<file path="src/rtl/mem_arbiter_pkg.sv">
// Shared types and sizes for the two-port line memory arbiter.
package mem_arbiter_pkg;
   localparam int LINE_W          = 256;
   localparam int ADDR_W          = 27;
   localparam int BE_W            = 32;
   localparam int CNT_W           = 8;
   localparam int DEFAULT_ENTRIES = 256;
   localparam int DEFAULT_TIMEOUT = 15;

   typedef enum logic [2:0] {
      ST_IDLE     = 3'd0,
      ST_RD_ISSUE = 3'd1,
      ST_RD_WAIT  = 3'd2,
      ST_WR_ISSUE = 3'd3,
      ST_WR_WAIT  = 3'd4,
      ST_RESP     = 3'd5
   } state_t;
endpackage

</file>
<file path="src/rtl/mem_arbiter_rr_arb2.sv">
// Two-way round-robin grant: a lone request wins outright, a tie goes to the side not granted last.
module rr_arb2 (
   input  logic [1:0] req,
   input  logic       last_grant,
   output logic [1:0] grant
);
   always_comb begin
      grant = 2'b00;
      case (req)
         2'b01:   grant = 2'b01;
         2'b10:   grant = 2'b10;
         2'b11:   grant = last_grant ? 2'b01 : 2'b10;
         default: grant = 2'b00;
      endcase
   end
endmodule

</file>
<file path="src/rtl/mem_arbiter.sv">
// Arbitrates two line requesters onto one memory port, one transaction in flight,
// with per-transaction timeout and out-of-range rejection.
module mem_arbiter
   import mem_arbiter_pkg::*;
#(
   parameter int ENTRIES = DEFAULT_ENTRIES,
   parameter int TIMEOUT = DEFAULT_TIMEOUT
) (
   input  logic              clk,
   input  logic              rst,
   input  logic              m0_valid,
   output logic              m0_ready,
   input  logic              m0_write,
   input  logic [ADDR_W-1:0] m0_addr,
   input  logic [BE_W-1:0]   m0_be,
   input  logic [LINE_W-1:0] m0_wdata,
   output logic              m0_resp,
   output logic              m0_err,
   output logic [LINE_W-1:0] m0_rdata,
   input  logic              m1_valid,
   output logic              m1_ready,
   input  logic              m1_write,
   input  logic [ADDR_W-1:0] m1_addr,
   input  logic [BE_W-1:0]   m1_be,
   input  logic [LINE_W-1:0] m1_wdata,
   output logic              m1_resp,
   output logic              m1_err,
   output logic [LINE_W-1:0] m1_rdata,
   output logic [ADDR_W-1:0] mem_a,
   output logic [BE_W-1:0]   mem_be,
   output logic [LINE_W-1:0] mem_wd,
   output logic              mem_read,
   output logic              mem_write,
   input  logic [LINE_W-1:0] mem_rd,
   input  logic              mem_valid,
   input  logic              mem_ready,
   output logic              err_sticky,
   output logic [2:0]        state_dbg
);
   localparam logic [ADDR_W:0] ENTRIES_L   = ENTRIES[ADDR_W:0];
   localparam int              WAIT_LAST_I = TIMEOUT - 1;
   localparam logic [CNT_W-1:0] WAIT_LAST  = WAIT_LAST_I[CNT_W-1:0];

   state_t            state;
   logic              owner_q;
   logic              last_grant;
   logic              rst_hold;
   logic [ADDR_W-1:0] addr_q;
   logic [BE_W-1:0]   be_q;
   logic [LINE_W-1:0] wdata_q;
   logic [LINE_W-1:0] rdata_q;
   logic [CNT_W-1:0]  wait_cnt;
   logic [1:0]        beat;
   logic [1:0]        resp_q;
   logic [1:0]        err_q;
   logic              mem_read_q;
   logic              mem_write_q;
   logic              err_sticky_q;

   logic [1:0]        req;
   logic [1:0]        grant;
   logic              g_write;
   logic [ADDR_W-1:0] g_addr;
   logic              g_in_range;

   // Handshake: a request transfers on a rising edge where mN_valid && mN_ready are both high;
   // ready only rises in IDLE, for the granted side, and never in the cycle after reset.
   assign req = {m1_valid, m0_valid} & {2{(state == ST_IDLE) && !rst && !rst_hold}};

   rr_arb2 u_rr (
      .req        (req),
      .last_grant (last_grant),
      .grant      (grant)
   );

   assign m0_ready   = grant[0];
   assign m1_ready   = grant[1];
   assign g_write    = grant[1] ? m1_write : m0_write;
   assign g_addr     = grant[1] ? m1_addr  : m0_addr;
   assign g_in_range = ({1'b0, g_addr} < ENTRIES_L);

   always_ff @(posedge clk) begin
      if (rst) begin
         state        <= ST_IDLE;
         owner_q      <= 1'b0;
         last_grant   <= 1'b1;
         rst_hold     <= 1'b1;
         addr_q       <= '0;
         be_q         <= '0;
         wdata_q      <= '0;
         rdata_q      <= '0;
         wait_cnt     <= '0;
         beat         <= '0;
         resp_q       <= '0;
         err_q        <= '0;
         mem_read_q   <= 1'b0;
         mem_write_q  <= 1'b0;
         err_sticky_q <= 1'b0;
      end else begin
         rst_hold    <= 1'b0;
         resp_q      <= '0;
         err_q       <= '0;
         mem_read_q  <= 1'b0;
         mem_write_q <= 1'b0;
         case (state)
            ST_IDLE: begin
               if (|grant) begin
                  owner_q    <= grant[1];
                  last_grant <= grant[1];
                  addr_q     <= g_addr;
                  be_q       <= grant[1] ? m1_be : m0_be;
                  wdata_q    <= grant[1] ? m1_wdata : m0_wdata;
                  if (!g_in_range) begin
                     state             <= ST_RESP;
                     resp_q[grant[1]]  <= 1'b1;
                     err_q[grant[1]]   <= 1'b1;
                     err_sticky_q      <= 1'b1;
                  end else if (g_write) begin
                     state       <= ST_WR_ISSUE;
                     mem_write_q <= 1'b1;
                     beat        <= 2'd0;
                  end else begin
                     state      <= ST_RD_ISSUE;
                     mem_read_q <= 1'b1;
                  end
               end
            end
            ST_RD_ISSUE: begin
               state    <= ST_RD_WAIT;
               wait_cnt <= '0;
            end
            ST_RD_WAIT: begin
               if (mem_valid) begin
                  state           <= ST_RESP;
                  rdata_q         <= mem_rd;
                  resp_q[owner_q] <= 1'b1;
               end else if (wait_cnt == WAIT_LAST) begin
                  state           <= ST_RESP;
                  resp_q[owner_q] <= 1'b1;
                  err_q[owner_q]  <= 1'b1;
                  err_sticky_q    <= 1'b1;
               end else begin
                  wait_cnt <= wait_cnt + 1'b1;
               end
            end
            ST_WR_ISSUE: begin
               // Second beat repeats the same address/data; leave after it.
               if (beat == 2'd0) begin
                  beat        <= 2'd1;
                  mem_write_q <= 1'b1;
               end else begin
                  state    <= ST_WR_WAIT;
                  wait_cnt <= '0;
               end
            end
            ST_WR_WAIT: begin
               if (mem_ready) begin
                  state           <= ST_RESP;
                  resp_q[owner_q] <= 1'b1;
               end else if (wait_cnt == WAIT_LAST) begin
                  state           <= ST_RESP;
                  resp_q[owner_q] <= 1'b1;
                  err_q[owner_q]  <= 1'b1;
                  err_sticky_q    <= 1'b1;
               end else begin
                  wait_cnt <= wait_cnt + 1'b1;
               end
            end
            ST_RESP: state <= ST_IDLE;
            default: state <= ST_IDLE;
         endcase
      end
   end

   assign m0_resp    = resp_q[0];
   assign m1_resp    = resp_q[1];
   assign m0_err     = err_q[0];
   assign m1_err     = err_q[1];
   assign m0_rdata   = rdata_q;
   assign m1_rdata   = rdata_q;
   assign mem_a      = addr_q;
   assign mem_be     = be_q;
   assign mem_wd     = wdata_q;
   assign mem_read   = mem_read_q;
   assign mem_write  = mem_write_q;
   assign err_sticky = err_sticky_q;
   assign state_dbg  = state;
endmodule

</file>
<file path="config.mk">
export PLATFORM = sky130hd
export DESIGN_NAME = mem_arbiter
export DESIGN_NICKNAME = d
export VERILOG_FILES = /design/src/rtl/mem_arbiter_pkg.sv /design/src/rtl/mem_arbiter_rr_arb2.sv /design/src/rtl/mem_arbiter.sv
export SDC_FILE = /design/constraint.sdc
export NUM_CORES = 1
export LEC_CHECK = 0
export BUFFER_PORTS_ARGS = -buffer_cell sky130_fd_sc_hd__buf_4
export CELL_PAD_IN_SITES_DETAIL_PLACEMENT = 1
export CELL_PAD_IN_SITES_GLOBAL_PLACEMENT = 1
export CORE_AREA = 2 2 681 683
export DETAILED_ROUTE_END_ITERATION = 6
export DIE_AREA = 0 0 683 685
export PLACE_DENSITY = 0.3
export RECOVER_POWER = 100
export SYNTH_ARGS = -nofsm -noshare
export SYNTH_HDL_FRONTEND = slang
export SYNTH_SLANG_ARGS = --single-unit
</file>
<file path="constraint.sdc">
create_clock -name clk -period 5.7 [get_ports clk]
set_input_delay 0.57 -clock clk [delete_from_list [all_inputs] [get_ports clk]]
set_output_delay 0.57 -clock clk [all_outputs]
set_load 0.005 [all_outputs]
</file>
Word-level counts from Yosys, hierarchy flattened --
Cells that the tools add are included. Widths: inputs -> output; s select.
Word-level totals: flip-flop bits (word level) 594, input bits 894, output and inout port bits 839, logic and storage cells 110
Operators by class: $add $sub $neg 1, $lt $le $gt $ge 5, equality and inequality tests 16, mux-type cells 50, bitwise operators 4, reduce and logical (&&, ||, !) cells 19
Operators by type and width (count):
- $mux 256 | 1
- $mux 32 | 1
- $mux 8 | 4
- $pmux 8 s4 | 1
- $lt 27x9->1 const B | 1
- $mux 27 | 1
- $mux 2 | 13
- $mux 3 | 6
- $pmux 2 s3 | 3
- $pmux 3 s5 | 1
- $mux 1 | 14
- $ne 2x2->1 const B | 7
- $reduce_and 5->1 | 2
- $add 8x1->8 const B | 1
- $eq 8x4->1 const B | 1
- $eq 3x2->1 const B | 2
- $reduce_and 2->1 | 3
- $eq 2x2->1 const B | 2
- $logic_and 1x1->1 | 4
- $lt 1x2->1 const B | 2
- $pmux 2 s2 | 1
- $reduce_and 4->1 | 1
- $reduce_bool 4->1 | 1
- $reduce_or 4->1 | 1
- other kinds (16) | 21

Logic depth before layout (Yosys ltp) --
word-level depth 13, mapped depth 10, depth with buffers taken out 7

Hierarchy --
A second synthesis with hierarchy kept.
Second synthesis, totals: cell total of the unflattened synthesis 2957, area total of the unflattened synthesis 25383.1 um2
Modules (own cells, without submodules):
- mem_arbiter | times used 1, cells an instance 2954, area each 25364.3 um2, sequential area each 11871.4 um2
- rr_arb2 | times used 1, cells an instance 3, area each 18.8 um2, sequential area each 0.0 um2

Worst setup path before layout --
Ideal clock, no wire load.
kind input port to output port, start point input port rst, end point output port m1_ready, arrival 1.684 ns, required time 5.130 ns, path slack 3.446 ns, cell stages on the path 5, buffers on the path 3, cells stage by stage clkbuf_1 > a211oi_1 > and4b_1 > clkbuf_1 > clkbuf_1
Between the ends: longest elaborated chain between the ends 6, elaborated cells between the ends (all ways) 8, classes of those cells eq/ne: 3; mux: 1; bitwise: 1; reduce/logical: 3
RTL lines:
- start: declaration | RTL line mem_arbiter.sv:10 | input logic rst,
- $logic_not 1->1 (*) | RTL line mem_arbiter.sv:68 | assign req = {m1_valid, m0_valid} & {2{(state == ST_IDLE) && !rst && !rst_hold}};
- $logic_and 1x1->1 (*) (2 in series) | RTL line mem_arbiter.sv:68
- $and 2x2->2 (*) | RTL line mem_arbiter.sv:68
- $eq 2x2->1 / $eq 2x1->1 (equally long branches) | RTL line mem_arbiter_rr_arb2.sv:9 | case (req)
- $pmux 2 s3 (*) | RTL line mem_arbiter_rr_arb2.sv:9
- end: declaration | RTL line mem_arbiter.sv:21 | output logic m1_ready,
Mark *: on every way between the ends. The rest lies on a longest branch, timed or not.

Final worst setup path --
Ends and elaborated chain as after synthesis.

==> out/summary.txt <==
Status -> finished, violations left
Violated checks -> design-rule violations, max-capacitance violations, max-slew violations
DRC errors left -> 1
Clock net sink count -> 593
Sequential element share of the synthesized area -> 0.5074
PortBufs -> 1732
Ys Warns -> 0
Number of global-route vias before repair -> 32322
Largest net degree at the start of global routing -> 142
Slew Limit Fails -> 193
Most frequent cells in the layout -> buf_4 (905), dlygate4sd3_1 (794), dfxtp_1 (593)
Slew margin rel. -> -0.5623
Vias/cell -> 2.821
Slew @ Worst Pin -> 2343 ps
PostCTS Resize Cnt -> 0
Final GP Congestion -> 0.9191
CP cell instances -> dlygate4sd3_1, buf_8, a211oi_1, and4b_4, clkbuf_1, buf_4
Worst path arrival time -> 3830 ps
Core footprint -> 461400 sq um
Cell Area, Synth -> 23390 sq um
Initial drt markers -> 3197
CP max-delay cell -> clkbuf_1
Delay of the slowest cell on the worst path -> 950 ps
Footprint of the multi-input gates -> 8416 sq um
Placed Area -> 41470 sq um
R2R Path End -> m0_rdata[97]
Syn_nets -> 3523
Pint -> 9.182 mW
Tmin final -> 4395 ps
Hold Path Cell Cnt -> 3
Ratio of cells with drive above 1 in the final layout -> 0.2936
Initial antenna violation count -> 173
Total GRT Usage -> 0.1331
Combinational fraction of design power -> 0.183
Lkg Pwr -> 17.86 nW
H-tree level count -> 3
DP HPWL -> 280.3 mm
Reg2reg start -> state_dbg[1]
Power per cell area -> 256.8 nW/um^2
Switching Fraction -> 0.2967
Clk pin slew, worst setup/hold paths -> 50 ps
Root Driver -> clkbuf_16
Required time of the critical path -> 5130 ps
Max Cap Viol -> 3
Die X-Extent -> 683 um
Hold Path Sink -> mem_wd[82]
Worst IR Drop VDD -> 0.2078 mV
Total wire length -> 325.6 mm
Final setup viols -> 0
Die height -> 685 um
Reg power frac -> 0.343
I/O Pins -> 1733
FF+latch area -> 11870 sq um
Clk network pwr share -> 0.474
Avg Inst Size Synth -> 8.906 sq um
Register bit total from synthesis -> 593
Synth unique cells -> 47
Delay-heaviest family, CP -> buffers and inverters
Gr ovfl total -> 0
CP endpoint kind -> primary output
Clk_skew -> 61.90 ps
Nets -> 5689
DRT antenna net count -> 0
Net Sw Power -> 3.873 mW
Inserted Clock Buffers -> 97
RSZ-0062 raised after global routing -> false
CTS tree -> done
FILL cells -> 54825
P&R area growth vs syn -> 117.3%
Fin crit share -> 0.7711
Leading cell type in the layout, fill and taps excluded -> buf_4
Buffer and inverter count on the worst path -> 4
Fmax -> 227.5 MHz
First-pass GRT wire length -> 397.3 mm
Post-route design area -> 50840 sq um
WS Path Type -> in -> out
Post-DR wirelength/cell -> 29.32 um
Initial Util -> 0.05071
Hold Startpoint -> m0_wdata[82]
Row count -> 250
Clk buf depth -> 4
Setup TNS -> 0 ps
CP Max Fanout -> 41
Skew-Pair Late Insertion Delay -> 840 ps
CP Launch Type -> primary input
Internal reg-to-reg setup slack -> 1610 ps
1st-pass router iterations -> 7
Post-CTS Setup Inserts -> 0
Path depth of the worst reg2reg path -> 4
Fin util -> 0.1102
Fin. Hold Viols -> 0
Full die area -> 467900 sq um
Worst Hold Class -> in -> reg
Synthesized instance count -> 2627
Vias after detailed routing -> 31322
-- power by group through the flow --
stage	logic (mW)	clock network, mW	registers, mW
after global placement	1.89	0	4.57
after floorplan	0.512	0	4.49
final	2.39	6.18	4.48
after detailed placement	1.90	0	4.57
after CTS	2.59	6.56	4.49
after global routing	2.57	6.64	4.50
-- cells in the mapped netlist (all sizes together) --
cell type	number	area, sq um
and4b	1	10.01
nand2	520	1952
o22ai	3	18.77
nand3b	3	22.52
ha	2	25.02
and2	1	6.260
nor2	335	1257
nor3	4	25.02
or3	4	30.03
nand2b	3	18.77
xnor2	2	17.52
mux2	1	11.26
and3	2	12.51
nor4b	1	8.760
nor3b	1	7.510
dfxtp	593	11870
a31o	1	8.760
a32oi	1	8.760
a21o	1	7.510
or2	2	12.51
nor2b	1	6.260
nand3	9	45.04
a21boi	1	7.510
nor4	13	87.58
or3b	1	8.760
a222oi	296	2963
o21ai	5	25.02
clkbuf	158	593.1
buf	332	2492
nand4	2	12.51
a211o	2	17.52
a2111oi	1	8.760
mux2i	21	210.2
o31ai	2	15.01
a31oi	2	12.51
a21oi	271	1356
a211oi	20	150.1
inv	5	18.76
or4	3	22.52
or4b	1	10.01
-- sequential cells by signal, summed over array words and instances (netlist names) --
| name | count |
|---|---|
| wait_cnt | 8 |
| mem_write | 1 |
| err_q | 2 |
| resp_q | 2 |
| state_dbg | 3 |
| owner_q | 1 |
| m0_rdata | 256 |
| mem_wd | 256 |
| err_sticky | 1 |
| last_grant | 1 |
| rst_hold | 1 |
| mem_be | 32 |
| mem_read | 1 |
| mem_a | 27 |
| beat | 1 |
-- layout make-up --
class	count	share of cell area
sequential	593	0.2335
timing repair buffer	2557	0.3835
antenna	67	0.003298
inverter	5	0.0005168
clock buffer	140	0.05490
multi-input combinational	1539	0.1655
tap	6174	0.1519
clock inverter	29	0.006841
-- kinds of logic (layout without fill, tap and decap cells) --
group,count (synthesis),after routing,share of synthesized area
muxes,22,22,0.009466
buffers and inverters,495,2731,0.1327
xor gates and xnor gates,2,2,0.0007489
other,0,67,0
DFF,593,593,0.5074
adders and majority gates,2,2,0.001069
and+or+nand+nor,907,907,0.1520
AOI/OAI and AO/OA,606,606,0.1966
-- worst max path at each step --
stage / startpoint / endpoint / slack, ps / cells past startpoint
final: rst / m1_ready / 1300 / 6
after detailed placement: rst / state_dbg[2] / 2420 / 6
after CTS: state_dbg[2] / m0_ready / 1790 / 5
after floorplan: rst / m1_ready / 3450 / 5
after global placement: rst / state_dbg[2] / 2420 / 6
after global routing: state_dbg[1] / m0_rdata[97] / 1090 / 4
-- worst register-to-register path: stages (launching register included) --
cell,delay [ps]
dfxtp_1,690
and3_1,1780
buf_4,820
nand2_1,450
a21oi_1,230
-- metrics by stage --
stage          setup slack [ps]  total power, mW  hold WS, ps  std cells
2_1_floorplan              3446            5.005        437.1       2627
3_3_place_gp               2422            6.457        464.4      10074
3_5_place_dp               2418            6.471        467.1      10074
4_1_cts                    1786            13.63       0.5647      11037
5_1_grt                    1091            13.70        48.42      11082
6_report                   1305            13.05        80.84      11104
-- routing by layer --
layer,global-route usage,wire length [um],up-vias
li1,-,-,13610
met4,0.04634,14430,46
met2,0.2383,161900,1461
met3,0.04530,28140,464
met5,0,307,-
met1,0.1449,120800,15741
-- timing repair --
| item | 4_1_cts | 5_1_grt |
|---|---|---|
| hold endpoints to repair | 504 | 0 |
| endpoints found under the setup margin | 0 | 0 |
| hold buffers | 794 | 0 |
Power figures use the tool's default switching activity.
